### src/rtl/spi_slave_adc.sv
// spi_slave_adc: SPI slave emulating a multi-channel ADC; round-robin sample readout on MISO,
// received MOSI words presented as rx_valid pulses, all logic in the clk domain.
module spi_slave_adc #(
    parameter int   DATA_W      = 16,
    parameter int   CHANNELS    = 4,
    parameter logic CPOL        = 1'b0,
    parameter logic CPHA        = 1'b0,
    parameter int   SYNC_STAGES = 2,
    localparam int  CW          = CHANNELS > 1 ? $clog2(CHANNELS) : 1,
    localparam int  BW          = $clog2(DATA_W)
) (
    input  logic              clk,
    input  logic              rst_n,
    input  logic              sclk,
    input  logic              mosi,
    input  logic              cs_n,
    output logic              miso,
    output logic              miso_oe,
    input  logic              load_we,
    input  logic [CW-1:0]     load_chan,
    input  logic [DATA_W-1:0] load_data,
    output logic [DATA_W-1:0] rx_data,
    output logic              rx_valid,
    output logic [CW-1:0]     rx_chan,
    output logic              frame_err
);
    typedef enum logic {IDLE, ACTIVE} state_e;

    state_e                  state_q, state_d;
    logic [SYNC_STAGES-1:0]  sclk_sync_q, cs_sync_q, mosi_sync_q;
    logic                    sclk_prev_q, cs_prev_q;
    logic [DATA_W-1:0]       sample_q [CHANNELS];
    logic [DATA_W-1:0]       shift_out_q, shift_out_d, shift_in_q, shift_in_d;
    logic [DATA_W-1:0]       rx_data_q, rx_data_d;
    logic [BW-1:0]           bit_cnt_q, bit_cnt_d;
    logic [CW-1:0]           chan_ptr_q, chan_ptr_d, rx_chan_q, rx_chan_d, chan_next;
    logic                    first_q, first_d, reload_q, reload_d;
    logic                    rx_valid_q, rx_valid_d, frame_err_q, frame_err_d;
    logic                    sclk_s, cs_s, mosi_s, sclk_edge, lead, trail;
    logic                    sample_edge, shift_edge, cs_fall, cs_rise, word_done, load_hit;
    logic [DATA_W-1:0]       entry_word, rx_word;

    assign sclk_s      = sclk_sync_q[SYNC_STAGES-1];
    assign cs_s        = cs_sync_q[SYNC_STAGES-1];
    assign mosi_s      = mosi_sync_q[SYNC_STAGES-1];
    assign sclk_edge   = sclk_s ^ sclk_prev_q;
    assign lead        = sclk_edge & (sclk_prev_q == CPOL);
    assign trail       = sclk_edge & (sclk_prev_q != CPOL);
    assign sample_edge = CPHA ? trail : lead;
    assign shift_edge  = CPHA ? lead : trail;
    assign cs_fall     = cs_prev_q & ~cs_s;
    assign cs_rise     = ~cs_prev_q & cs_s;
    assign word_done   = (state_q == ACTIVE) && sample_edge && (bit_cnt_q == BW'(DATA_W - 1));
    assign chan_next   = (chan_ptr_q == CW'(CHANNELS - 1)) ? '0 : chan_ptr_q + 1'b1;
    assign load_hit    = load_we && (32'(load_chan) < CHANNELS);
    // A write landing on the entry cycle must be what the master sees first
    assign entry_word  = (load_hit && load_chan == chan_ptr_q) ? load_data : sample_q[chan_ptr_q];
    assign rx_word     = {shift_in_q[DATA_W-2:0], mosi_s};

    assign miso      = (state_q == ACTIVE) & shift_out_q[DATA_W-1];
    assign miso_oe   = (state_q == ACTIVE);
    assign rx_data   = rx_data_q;
    assign rx_valid  = rx_valid_q;
    assign rx_chan   = rx_chan_q;
    assign frame_err = frame_err_q;

    always_ff @(posedge clk or negedge rst_n) begin
        if (!rst_n) begin
            sclk_sync_q <= {SYNC_STAGES{CPOL}};
            cs_sync_q   <= '1;
            mosi_sync_q <= '0;
            sclk_prev_q <= CPOL;
            cs_prev_q   <= 1'b1;
        end else begin
            sclk_sync_q <= {sclk_sync_q[SYNC_STAGES-2:0], sclk};
            cs_sync_q   <= {cs_sync_q[SYNC_STAGES-2:0], cs_n};
            mosi_sync_q <= {mosi_sync_q[SYNC_STAGES-2:0], mosi};
            sclk_prev_q <= sclk_s;
            cs_prev_q   <= cs_s;
        end
    end

    always_ff @(posedge clk or negedge rst_n) begin
        if (!rst_n) sample_q <= '{default: '0};
        else if (load_hit) sample_q[load_chan] <= load_data;
    end

    always_ff @(posedge clk or negedge rst_n) begin
        if (!rst_n) begin
            state_q     <= IDLE;
            shift_out_q <= '0;
            shift_in_q  <= '0;
            bit_cnt_q   <= '0;
            chan_ptr_q  <= '0;
            first_q     <= 1'b0;
            reload_q    <= 1'b0;
            rx_data_q   <= '0;
            rx_chan_q   <= '0;
            rx_valid_q  <= 1'b0;
            frame_err_q <= 1'b0;
        end else begin
            state_q     <= state_d;
            shift_out_q <= shift_out_d;
            shift_in_q  <= shift_in_d;
            bit_cnt_q   <= bit_cnt_d;
            chan_ptr_q  <= chan_ptr_d;
            first_q     <= first_d;
            reload_q    <= reload_d;
            rx_data_q   <= rx_data_d;
            rx_chan_q   <= rx_chan_d;
            rx_valid_q  <= rx_valid_d;
            frame_err_q <= frame_err_d;
        end
    end

    always_comb begin
        state_d     = state_q;
        shift_out_d = shift_out_q;
        shift_in_d  = shift_in_q;
        bit_cnt_d   = bit_cnt_q;
        chan_ptr_d  = chan_ptr_q;
        first_d     = first_q;
        reload_d    = reload_q;
        rx_data_d   = rx_data_q;
        rx_chan_d   = rx_chan_q;
        rx_valid_d  = 1'b0;
        frame_err_d = 1'b0;
        if (state_q == IDLE) begin
            if (cs_fall) begin
                state_d     = ACTIVE;
                shift_out_d = entry_word;
                bit_cnt_d   = '0;
                first_d     = CPHA;
                reload_d    = 1'b0;
            end
        end else begin
            // Shift edge after a completed word reloads the next channel for gapless bursts
            if (shift_edge) begin
                shift_out_d = first_q ? shift_out_q
                            : reload_q ? sample_q[chan_ptr_q]
                            : {shift_out_q[DATA_W-2:0], 1'b0};
                first_d     = 1'b0;
                reload_d    = 1'b0;
            end
            if (sample_edge) begin
                shift_in_d = rx_word;
                bit_cnt_d  = bit_cnt_q + 1'b1;
            end
            if (word_done) begin
                rx_data_d  = rx_word;
                rx_chan_d  = chan_ptr_q;
                rx_valid_d = 1'b1;
                chan_ptr_d = chan_next;
                bit_cnt_d  = '0;
                reload_d   = 1'b1;
            end
            if (cs_rise) begin
                state_d     = IDLE;
                frame_err_d = (bit_cnt_q != '0) && !word_done;
            end
        end
    end
endmodule

### config.mk
export PLATFORM = sky130hd
export DESIGN_NAME = spi_slave_adc
export DESIGN_NICKNAME = d
export VERILOG_FILES = /design/src/rtl/spi_slave_adc.sv
export SDC_FILE = /design/constraint.sdc
export NUM_CORES = 1
export LEC_CHECK = 0
export CORE_MARGIN = 4
export CORE_UTILIZATION = 40
export DETAILED_ROUTE_END_ITERATION = 6
export PLACE_DENSITY = 0.68
export SLEW_MARGIN = 40
export SYNTH_ARGS = -nofsm -noshare
export SYNTH_HDL_FRONTEND = slang
export SYNTH_SLANG_ARGS = --single-unit
### constraint.sdc
create_clock -name clk -period 2.3 [get_ports clk]
set_input_delay 0.345 -clock clk [delete_from_list [all_inputs] [get_ports clk]]
set_output_delay 0.345 -clock clk [all_outputs]
set_load 0.05 [all_outputs]
; ---- After elaboration in Yosys (flattened, before gate mapping)
; Cells that the tools add are included.
[classes]
reduce_logical = 14
order_cmp = 3
n_bitwise = 11
n_mux = 29
addsub = 2
eq_ne = 7
[op_table]
columns = operator, n
row1 = 16-bit two-way mux, 9
row2 = 64-bit bitwise mux, 1
row3 = 16-bit binary-select mux with 2-bit select, 1
row4 = 16-bit demux with 2-bit select, 1
row5 = 4-bit two-way mux, 4
row6 = 1-bit two-way mux, 12
row7 = 2-bit AND reduction, 5
row8 = "3-bit >= comparator, second input constant", 2
row9 = "3-bit by 1-bit inequality test with 1-bit output, second input constant", 2
row10 = 2-bit inverter with 3-bit output, 2
row11 = 1-bit AND, 5
row12 = 1-bit logical AND, 5
row13 = "4-bit by 1-bit adder with 4-bit output, second input constant", 1
row14 = "4-bit == test, second input constant", 1
row15 = 4-bit nonzero test, 1
row16 = "3-bit by 1-bit less-than comparator with 1-bit output, second input constant", 1
row17 = 1-bit inverter, 3
row18 = 3-bit AND reduction, 1
row19 = "2-bit by 1-bit adder with 2-bit output, second input constant", 1
row20 = 2-bit == test, 1
row21 = "2-bit == test, second input constant", 1
row22 = 2-bit two-way mux, 1
row23 = "2-bit by 1-bit inequality test with 1-bit output, second input constant", 1
row24 = "2-bit inequality test, second input constant", 1
row25 = 3 further kinds, 3
[word_totals]
register_bits = 132
out_inout_bits = 22
input_bits = 24

; ---- Logic depth before layout (Yosys ltp)
; Gate-level depths: netlist of the first run.
[depth]
depth_word = 8
ltp_mapped = 7

; ---- Worst setup path before layout of the first run
; No wires, ideal clock.
[synth_timing]
path_kind = reg2reg
from = register state_q (netlist: miso_oe)
to = register chan_ptr_q[0]
synth_period_minus_slack_ns = 2.057
arrival_time_ns = 1.933
setup_slack_ns = 0.243
stages_incl_launch_ff = 8
required_time_ns = 2.175
path_cell_list = dfrtp_1 buf_2 and3b_1 buf_4 nand2_1 nor2_2 buf_4 mux2_2
[synth_between]
elab_chain_cells = 3
[synth_rtl]
columns = element, line
row1 = start: declaration, 29  ; state_e state_q, state_d;
row2 = start signal: assignment, 102  ; state_q <= state_d;
row3 = 1-bit logical AND (2 in series), 53  ; assign word_done = (state_q == ACTIVE) && sample_edge && (bit_cnt_q == BW'(DATA_W - 1));
row4 = 2-bit AND reduction (no line) (*), -
row5 = end signal: assignment, 106  ; chan_ptr_q <= chan_ptr_d;
row6 = end: declaration, 36  ; logic [CW-1:0] chan_ptr_q, chan_ptr_d, rx_chan_q, rx_chan_d, chan_next;
; Mark *: on every way between the ends. The rest lies on a longest branch, timed or not.
; A chain may end at the register's enable or synchronous reset.

; ---- Worst setup path after layout of the first run
[layout_timing]
from = register state_q (netlist: miso_oe)
to = output miso_oe
[layout_rtl]
columns = element, line
row1 = end: declaration, 18  ; output logic miso_oe,
; No word-level cell between the ends.

==> summary.md, run 1 <==
| Metric | Value |
|---|---|
| Outcome | finished clean |
| Rel. slew slack | 65.0% |
| Die area | 16,300 um2 |
| Mux contribution to synthesized area | 29.2% |
| Hold_ws | 0.337 ns |
| Maximum VDD drop | 0.000566 V |
| Fin crit share | 91.9% |
| ANT nets after route | 0 |
| M1 WL | 5270 um |
| Final setup fails | 0 |
| Vias in the first global route | 3,685 |
| DRT iter0 DRCs | 177 |
| Initial antenna violation count | 0 |
| Setup TNS | 0 ns |
| Highest clock rate | 473 MHz |
| Area fraction in compound gates after synthesis | 4.06% |
| Worst path required time | 1.96 ns |
| Slew Viols, Final | 0 |
| LEAKAGE | 3.13 nW |
| Synthesized instance count | 404 |
| Die Y | 128 um |
| FF+latch area | 3280 um2 |
| Gpl congestion | 0.767 |
| Cell area power density | 896 nW/um2 |
| CP cell instances | clkdlybuf4s50_1 |
| Main synth FF type | dfrtp_1 |
| Crit path arrival time | 1.77 ns |
| CP Capture Type | output port |
| Worst-path clk slew | 0.05 ns |
| RSZ-0062 raised after global routing | no |
| Largest family of logic cells by synthesized area | multiplexers |
| Max clock buf depth | 2 |
| Residual DRC | 0 |
| Reg2reg end | shift_out_q[11] |
| Hold path depth | 1 |
| Min-delay src | cs_n |
| IO buf count | 45 |
| Async set or reset register ratio after synthesis | 100% |
| Met3 wire length | 427 um |
| Row count | 43 |
| Num CTS Buffers | 17 |
| Drt total wl | 11,600 um |
| Overflow after GRT | 0 |
| Starting Density | 41.0% |
| Final min period | 2.11 ns |
| Hold Crit Class | primary input to flop |
| CTS tree | yes |
| Max Used Layer | met4 |
| YS warnings | 0 |
| Syn_nets | 431 |
| Area grow syn2layout | 22.8% |
| CTS H-tree depth | 4 |
| Commonest non-fill, non-tap cell in the layout | dfrtp_1 |
| Synth Area in Simple Gates | 5.97% |
| Crit Path Max Fanout | 8 |
| Seq cells post-synth | 131 |
| Antenna diodes | 0 |
| Met2 WL | 5780 um |
| Critical path's top delay family | buffers and inverters |
| Global-route wire length before repair | 19,800 um |
| Overall global routing resource usage | 15.6% |
| Crit path buffers/inverters | 1 |
| CP max stage delay | 0.86 ns |
| Root Driver | clkbuf_16 |
| Seq/Total Area, Yosys | 57.2% |
| Chip Width | 128 um |
| Synth Cell Area | 5740 um2 |
| Reg2reg setup slack | 0.48 ns |
| Clk sink count | 131 |
| Core area | 14,000 um2 |
| Unique masters post-synth | 36 |
| Number of flops mapped to enable cells by yosys | 0 |
| Area of the multi-input gates | 2310 um2 |
| Hold path endpoint | cs_sync_q[0] |
| Maxcap violations | 0 |
| Largest net degree at the start of global routing | 48 |
| Final Hold Viols | 0 |
| Post-Synth XOR/XNOR Area | 0.305% |
| Slew at the pin closest to its max-slew limit | 0.524 ns |
| Via/cell ratio | 5.24 |
| DP HPWL | 7560 um |
| Commonest non-fill, non-tap cells in the layout | dfrtp_1, mux2_2, nand2_1 |
| Adder-cell area share of the yosys netlist | 0.829% |
| Via count | 3,451 |
| Worst Setup Start Kind | flop |
| 1st-pass router iterations | 5 |
| Clk_lat worst skew | 0.42 ns |
| Layout fillers | 1,189 |
| FF-to-FF Start | chan_ptr_q[0] |
| Kind of critical path | flop to output port |
| Slowest cell on crit path | clkdlybuf4s50_1 |
| Syn_area_per_cell | 14.2 um2 |
| Setup bufs post-CTS | 0 |
| Setup Skew | 0.00745 ns |
| Boundary Pins | 46 |
| Nets | 492 |
| R2R depth | 5 |
| DR WL/cell | 17.7 um |
| Layout cells sized above 1 | 35.1% |
-- kinds of logic (layout without fill, tap and decap cells) --
| group | Yosys count | count (layout) |
|---|---|---|
| muxes | 131 | 131 |
| DFF | 131 | 131 |
| and+or+nand+nor | 73 | 73 |
| AOI/OAI and AO/OA | 37 | 37 |
| buffers and inverters | 26 | 100 |
| adders and majority gates | 4 | 4 |
| xor gates and xnor gates | 2 | 2 |
-- final cells by class --
cell class | instances | area share, %
Clock buffer | 19 | 6.43
Inverter | 3 | 0.160
Clock inverter | 13 | 1.79
Sequential cell | 131 | 46.6
Timing Repair Buffer | 65 | 9.04
Tap cell | 180 | 3.20
Multi-Input combinational cell | 247 | 32.8
-- what timing repair did --
item,4_1_cts,5_1_grt
hold buffers,1,0
setup endpoints to repair,1,0
gates resized for setup,1,0
hold endpoints to repair,34,0
-- stage by stage --
step	total power (W)	std cells	setup WS (ns)	util (%)	cell area (um2)
3_3_place_gp	0.00371	625	0.230	46.2	6460
3_5_place_dp	0.00377	625	0.177	46.2	6460
4_1_cts	0.00639	658	0.153	50.4	7050
5_1_grt	0.00664	658	0.108	50.4	7050
6_report	0.00631	658	0.186	50.4	7050
2_1_floorplan	0.00347	404	0.243	-	5740
-- sequential cells by signal, summed over array words and instances (netlist names) --
name and flops:
shift_out_q 16, sample_q 64, rx_chan 2, bit_cnt_q 4, rx_data 16, cs_sync_q 2, sclk_sync_q 2, mosi_sync_q 2
miso_oe 1, shift_in_q 15, sclk_prev_q 1, reload_q 1, cs_prev_q 1, chan_ptr_q 2, frame_err 1, rx_valid 1
-- power breakdown --
group,total [W],internal [W],switching [W]
Combinational,0.000854,0.000488,0.000366
Sequential,0.00287,0.00267,0.000202
Clock,0.00258,0.00155,0.00103
-- cell usage after synthesis, drive strengths merged, types with 3 or more instances --
master,count,area [um2]
dfrtp,128,3200
mux2,99,1130
nand2,49,184
buf,16,104
mux2i,16,160
mux4,16,383
a21oi,12,60.1
o22ai,11,68.8
nor2,10,40.0
clkbuf,7,27.5
nand3b,5,37.5
o21ai,5,25.0
a221o,4,40.0
a211oi,3,22.5
dfstp,3,78.8
ha,3,37.5
inv,3,11.3
-- worst max-delay path by stage --
stage	slack [ns]	endpoint	depth (start not counted)	from
after floorplan	0.24	chan_ptr_q[0]	7	miso_oe
after detailed placement	0.18	shift_out_q[2]	5	load_chan[0]
final	0.19	miso_oe	1	miso_oe
after global placement	0.23	shift_out_q[2]	5	load_chan[0]
after global routing	0.11	miso_oe	1	miso_oe
after CTS	0.15	miso_oe	1	miso_oe
-- per-layer routing --
| metal | vias to the layer above | track usage (%) |
|---|---|---|
| li1 | 1590 | - |
| met5 | - | 0 |
| met4 | 0 | 6.30 |
| met3 | 12 | 4.33 |
| met2 | 59 | 24.5 |
| met1 | 1790 | 20.6 |
Note: power is estimated with default switching activity, not from simulation.
==> run 2: changes to the inputs <==
--- a/config.mk
+++ b/config.mk
@@ -6,8 +6,11 @@
 export NUM_CORES = 1
 export LEC_CHECK = 0
+export CELL_PAD_IN_SITES_DETAIL_PLACEMENT = 0
+export CELL_PAD_IN_SITES_GLOBAL_PLACEMENT = 1
 export CORE_MARGIN = 4
 export CORE_UTILIZATION = 40
 export DETAILED_ROUTE_END_ITERATION = 6
-export PLACE_DENSITY = 0.68
+export PLACE_DENSITY = 0.78
+export SETUP_SLACK_MARGIN = 0.1
 export SLEW_MARGIN = 40
 export SYNTH_ARGS = -nofsm -noshare
==> constraint.sdc (replaced) <==
create_clock -name clk -period 2.3 [get_ports clk]
set_input_delay 0.46 -clock clk [delete_from_list [all_inputs] [get_ports clk]]
set_output_delay 0.46 -clock clk [all_outputs]
set_load 0.05 [all_outputs]
==> summary.md, run 2 (synthesis gave the netlist of run 1 again) <==
| Metric | Value |
|---|---|
| Outcome | finished clean |
| Layout cells sized above 1 | 35.4% |
| CP cell instances | clkdlybuf4s50_1 |
| Area grow syn2layout | 24.9% |
| Final Hold Viols | 0 |
| Die Y | 128 um |
| Maximum VDD drop | 0.000506 V |
| Starting Density | 41.0% |
| RSZ-0062 raised after global routing | no |
| Via/cell ratio | 5.30 |
| Core area | 14,000 um2 |
| Commonest non-fill, non-tap cell in the layout | dfrtp_1 |
| Crit path arrival time | 1.60 ns |
| Global-route wire length before repair | 19,700 um |
| Max clock buf depth | 2 |
| Num CTS Buffers | 17 |
| Die area | 16,300 um2 |
| Crit Path Max Fanout | 2 |
| CTS H-tree depth | 4 |
| Post-route cell area | 7160 um2 |
| Total power draw | 0.00668 W |
| 1st-pass router iterations | 4 |
| Kind of critical path | flop to output port |
| Largest Register | sample_q |
| ANT nets after route | 0 |
| Residual DRC | 0 |
| R2R depth | 5 |
| Setup TNS | 0 ns |
| Crit path buffers/inverters | 1 |
| Gpl congestion | 0.705 |
| Nets | 492 |
| Clk_lat worst skew | 0.42 ns |
| Layout fillers | 1,169 |
| Max reg flops | 64 |
| IO buf count | 45 |
| Critical path depth | 1 |
| LEAKAGE | 3.19 nW |
| Chip Width | 128 um |
| Commonest non-fill, non-tap cells in the layout | dfrtp_1, mux2_2, nand2_1 |
| Clk sink count | 131 |
| DR WL/cell | 17.9 um |
| Vias in the first global route | 3,795 |
| Slew Viols, Final | 0 |
| Via count | 3,490 |
| Fin crit share | 89.6% |
| CTS tree | yes |
| Final setup fails | 0 |
| Worst Setup Start Kind | flop |
| Drt total wl | 11,800 um |
| Worst-path clk slew | 0.06 ns |
| Root Driver | clkbuf_16 |
| Largest net degree at the start of global routing | 48 |
| Overflow after GRT | 0 |
| Dpl cell area | 6520 um2 |
| Overall global routing resource usage | 15.7% |
| Row count | 43 |
| Slew at the pin closest to its max-slew limit | 0.572 ns |
| DRT iter0 DRCs | 209 |
| Initial antenna violation count | 0 |
| CP max stage delay | 0.83 ns |
| Rel. slew slack | 61.9% |
| Setup Skew | 0.00749 ns |
| Antenna diodes | 0 |
| Worst path required time | 1.84 ns |
| Maxcap violations | 0 |
| Boundary Pins | 46 |
| Highest clock rate | 485 MHz |
| DP HPWL | 7510 um |
| Critical path's top delay family | buffers and inverters |
| Slowest cell on crit path | clkdlybuf4s50_1 |
| CP Capture Type | output port |
| Hold Crit Class | primary input to asynchronous set/reset pin |
| Cell area power density | 932 nW/um2 |
| Final min period | 2.06 ns |
| Hold buffer count at cts | 0 |
[run 2: final cells by class]
| type | instances | area, um2 | area share, % |
|---|---|---|---|
| Clock buffer | 19 | 443 | 6.18 |
| Clock inverter | 13 | 208 | 2.90 |
| Inverter | 3 | 11.3 | 0.157 |
| Sequential cell | 131 | 3280 | 45.8 |
| Timing Repair Buffer | 65 | 682 | 9.52 |
| Multi-Input combinational cell | 247 | 2310 | 32.3 |
| Tap cell | 180 | 225 | 3.14 |
[run 2: metal layers]
metal  track usage (%)  up-vias  part of all wire [%]
li1                  -     1595                     -
met1              19.3     1821                    44
met2              25.6       53                    50
met3              5.08       21                   4.0
met4              6.43        0                   1.9
met5                 0        -                     0
[run 2: worst paths after layout]
kind | startpoint | endpoint | slack (ns)
max | rx_chan[1] | rx_chan[1] | 0.24
min | rst_n | rx_valid | 0.03
max reg2reg | chan_ptr_q[0] | shift_out_q[12] | 0.41
min reg2reg | mosi_sync_q[0] | mosi_sync_q[1] | 0.35
max in group asynchronous | rst_n | sample_q[40] | 1.60
min in group clk | mosi_sync_q[0] | mosi_sync_q[1] | 0.35
[run 2: power by group]
part / switching (W) / internal, W / leakage (nW)
clock network: 0.000990 / 0.00195 / 0.317
registers: 0.000205 / 0.00267 / 1.62
logic: 0.000363 / 0.000496 / 1.26
total: 0.00156 / 0.00512 / 3.19
[run 2: repair_timing]
| item | 4_1_cts | 5_1_grt |
|---|---|---|
| setup endpoints to repair | 1 | 0 |
| setup buffers | 0 | 0 |
| resized for setup | 1 | 0 |
| endpoints found under the hold margin | 0 | 0 |
[run 2: through the flow]
stage	utilization (%)	std cells	worst slack [ns]	hold slack (ns)
3_3_place_gp	46.6	626	0.184	0.336
4_1_cts	51.2	658	0.205	0.0447
5_1_grt	51.2	658	0.173	0.0641
6_report	51.2	658	0.240	0.0267
2_1_floorplan	-	404	0.243	0.164
3_5_place_dp	46.6	626	0.0996	0.339
==> run 3: changes to the inputs <==
==> constraint.sdc (replaced) <==
create_clock -name clk -period 2.3 [get_ports clk]
set_input_delay 0.23 -clock clk [delete_from_list [all_inputs] [get_ports clk]]
set_output_delay 0.23 -clock clk [all_outputs]
set_load 0.05 [all_outputs]
==> summary.md, run 3 (synthesis gave the netlist of run 1 again) <==
| Metric | Value |
|---|---|
| Initial antenna violation count | 0 |
| Die area | 16,300 um2 |
| Overflow after GRT | 0 |
| Critical path's top delay family | buffers and inverters |
| Layout cells sized above 1 | 34.9% |
| Core area | 14,000 um2 |
| Final Hold Viols | 0 |
| Clk sink count | 131 |
| 1st-pass router iterations | 4 |
| Fin crit share | 91.4% |
| DP HPWL | 7380 um |
| Boundary Pins | 46 |
| Worst Setup Start Kind | flop |
| Kind of critical path | flop to output port |
| Gpl congestion | 0.730 |
| ANT nets after route | 0 |
| Largest net degree at the start of global routing | 51 |
| Slew at the pin closest to its max-slew limit | 0.661 ns |
| Antenna diodes | 0 |
| Final min period | 2.10 ns |
| IO buf count | 45 |
| Worst path required time | 2.07 ns |
| CTS H-tree depth | 4 |
| Row count | 43 |
| Num CTS Buffers | 17 |
| Worst-path clk slew | 0.05 ns |
| Setup TNS | 0 ns |
| Via/cell ratio | 5.27 |
| CP Capture Type | output port |
| Min-delay src | cs_n |
| Area grow syn2layout | 22.3% |
| Cell area power density | 890 nW/um2 |
| Maxcap violations | 0 |
| Final setup fails | 0 |
| Commonest non-fill, non-tap cells in the layout | dfrtp_1, mux2_2, nand2_1 |
| Die Y | 128 um |
| Layout fillers | 1,173 |
| CP cell instances | and2_1 -> clkdlybuf4s50_1 |
| Max reg flops | 64 |
| Slew Viols, Final | 0 |
| Drt total wl | 11,500 um |
| DRT iter0 DRCs | 148 |
| LEAKAGE | 3.12 nW |
| Root Driver | clkbuf_16 |
| Nets | 490 |
| Largest Register | sample_q |
| Post-route cell area | 7020 um2 |
| Residual DRC | 0 |
| Rel. slew slack | 55.9% |
| Post_cts resized | 0 |
| Vias in the first global route | 3,761 |
| Maximum VDD drop | 0.000383 V |
| CTS tree | yes |
| Outcome | finished clean |
| Hold Crit Class | primary input to flop |
| Crit path buffers/inverters | 1 |
| RSZ-0062 raised after global routing | no |
| CP max stage delay | 0.79 ns |
| Slowest cell on crit path | clkdlybuf4s50_1 |
| Highest clock rate | 475 MHz |
| Worst Setup SP | miso_oe |
| Overall global routing resource usage | 15.4% |
| FF-to-FF Start | chan_ptr_q[1] |
| Chip Width | 128 um |
| Commonest non-fill, non-tap cell in the layout | dfrtp_1 |
| Starting Density | 41.0% |
| Crit path arrival time | 1.87 ns |
| Via count | 3,456 |
| Dpl cell area | 6440 um2 |
| Crit Path Max Fanout | 8 |
| Max clock buf depth | 2 |
| Global-route wire length before repair | 19,500 um |
| Setup Skew | 0.00778 ns |
| DR WL/cell | 17.5 um |
| Clk_lat worst skew | 0.42 ns |
run 3: report_power, final:
part           internal, W  switching [W]  total (W)
Clock              0.00149        0.00104    0.00253
Combinational     0.000490       0.000353   0.000843
Sequential         0.00267       0.000207    0.00288
run 3: worst paths after layout:
| path | end | slack, ns | depth (start not counted) |
|---|---|---|---|
| setup reg to reg | shift_out_q[9] | 0.35 | 5 |
| setup / recovery | miso | 0.20 | 2 |
| max in group asynchronous | cs_prev_q | 1.20 | 3 |
| hold reg to reg | mosi_sync_q[1] | 0.35 | 0 |
| min in group asynchronous | sample_q[13] | 0.38 | 2 |
| hold / removal | cs_sync_q[0] | 0.23 | 1 |
run 3: repair_timing:
action | 4_1_cts | 5_1_grt
buffers inserted | 0 | 0
endpoints found under the setup margin | 0 | 0
hold endpoints to repair | 48 | 0
hold buffers | 1 | 0
run 3: routing by layer:
metal | track usage, % | vias to the layer above | share of wire (%) | wire (um)
met1 | 19.6 | 1789 | 45 | 5170
li1 | - | 1593 | - | -
met3 | 5.67 | 16 | 4.5 | 517
met4 | 5.43 | 0 | 1.6 | 178
met2 | 24.5 | 58 | 49 | 5590
met5 | 0 | - | 0 | 0
run 3: metrics by stage:
stage	std cells	util (%)	power (W)	worst slack [ns]	hold WS (ns)
6_report	656	50.2	0.00625	0.197	0.228
5_1_grt	656	50.2	0.00657	0.109	0.229
4_1_cts	656	50.2	0.00632	0.172	0.219
3_5_place_dp	623	46.1	0.00377	0.265	0.310
3_3_place_gp	623	46.1	0.00371	0.311	0.301
2_1_floorplan	404	-	0.00347	0.243	-0.0656
run 3: cell type report:
type,instances,area (um2),area share (%)
sequential,131,3280,46.8
multi-input combinational,247,2310,33.0
timing repair buffer,63,623,8.88
clock buffer,17,425,6.06
tap,180,225,3.21
clock inverter,15,136,1.94
inverter,3,11.3,0.160
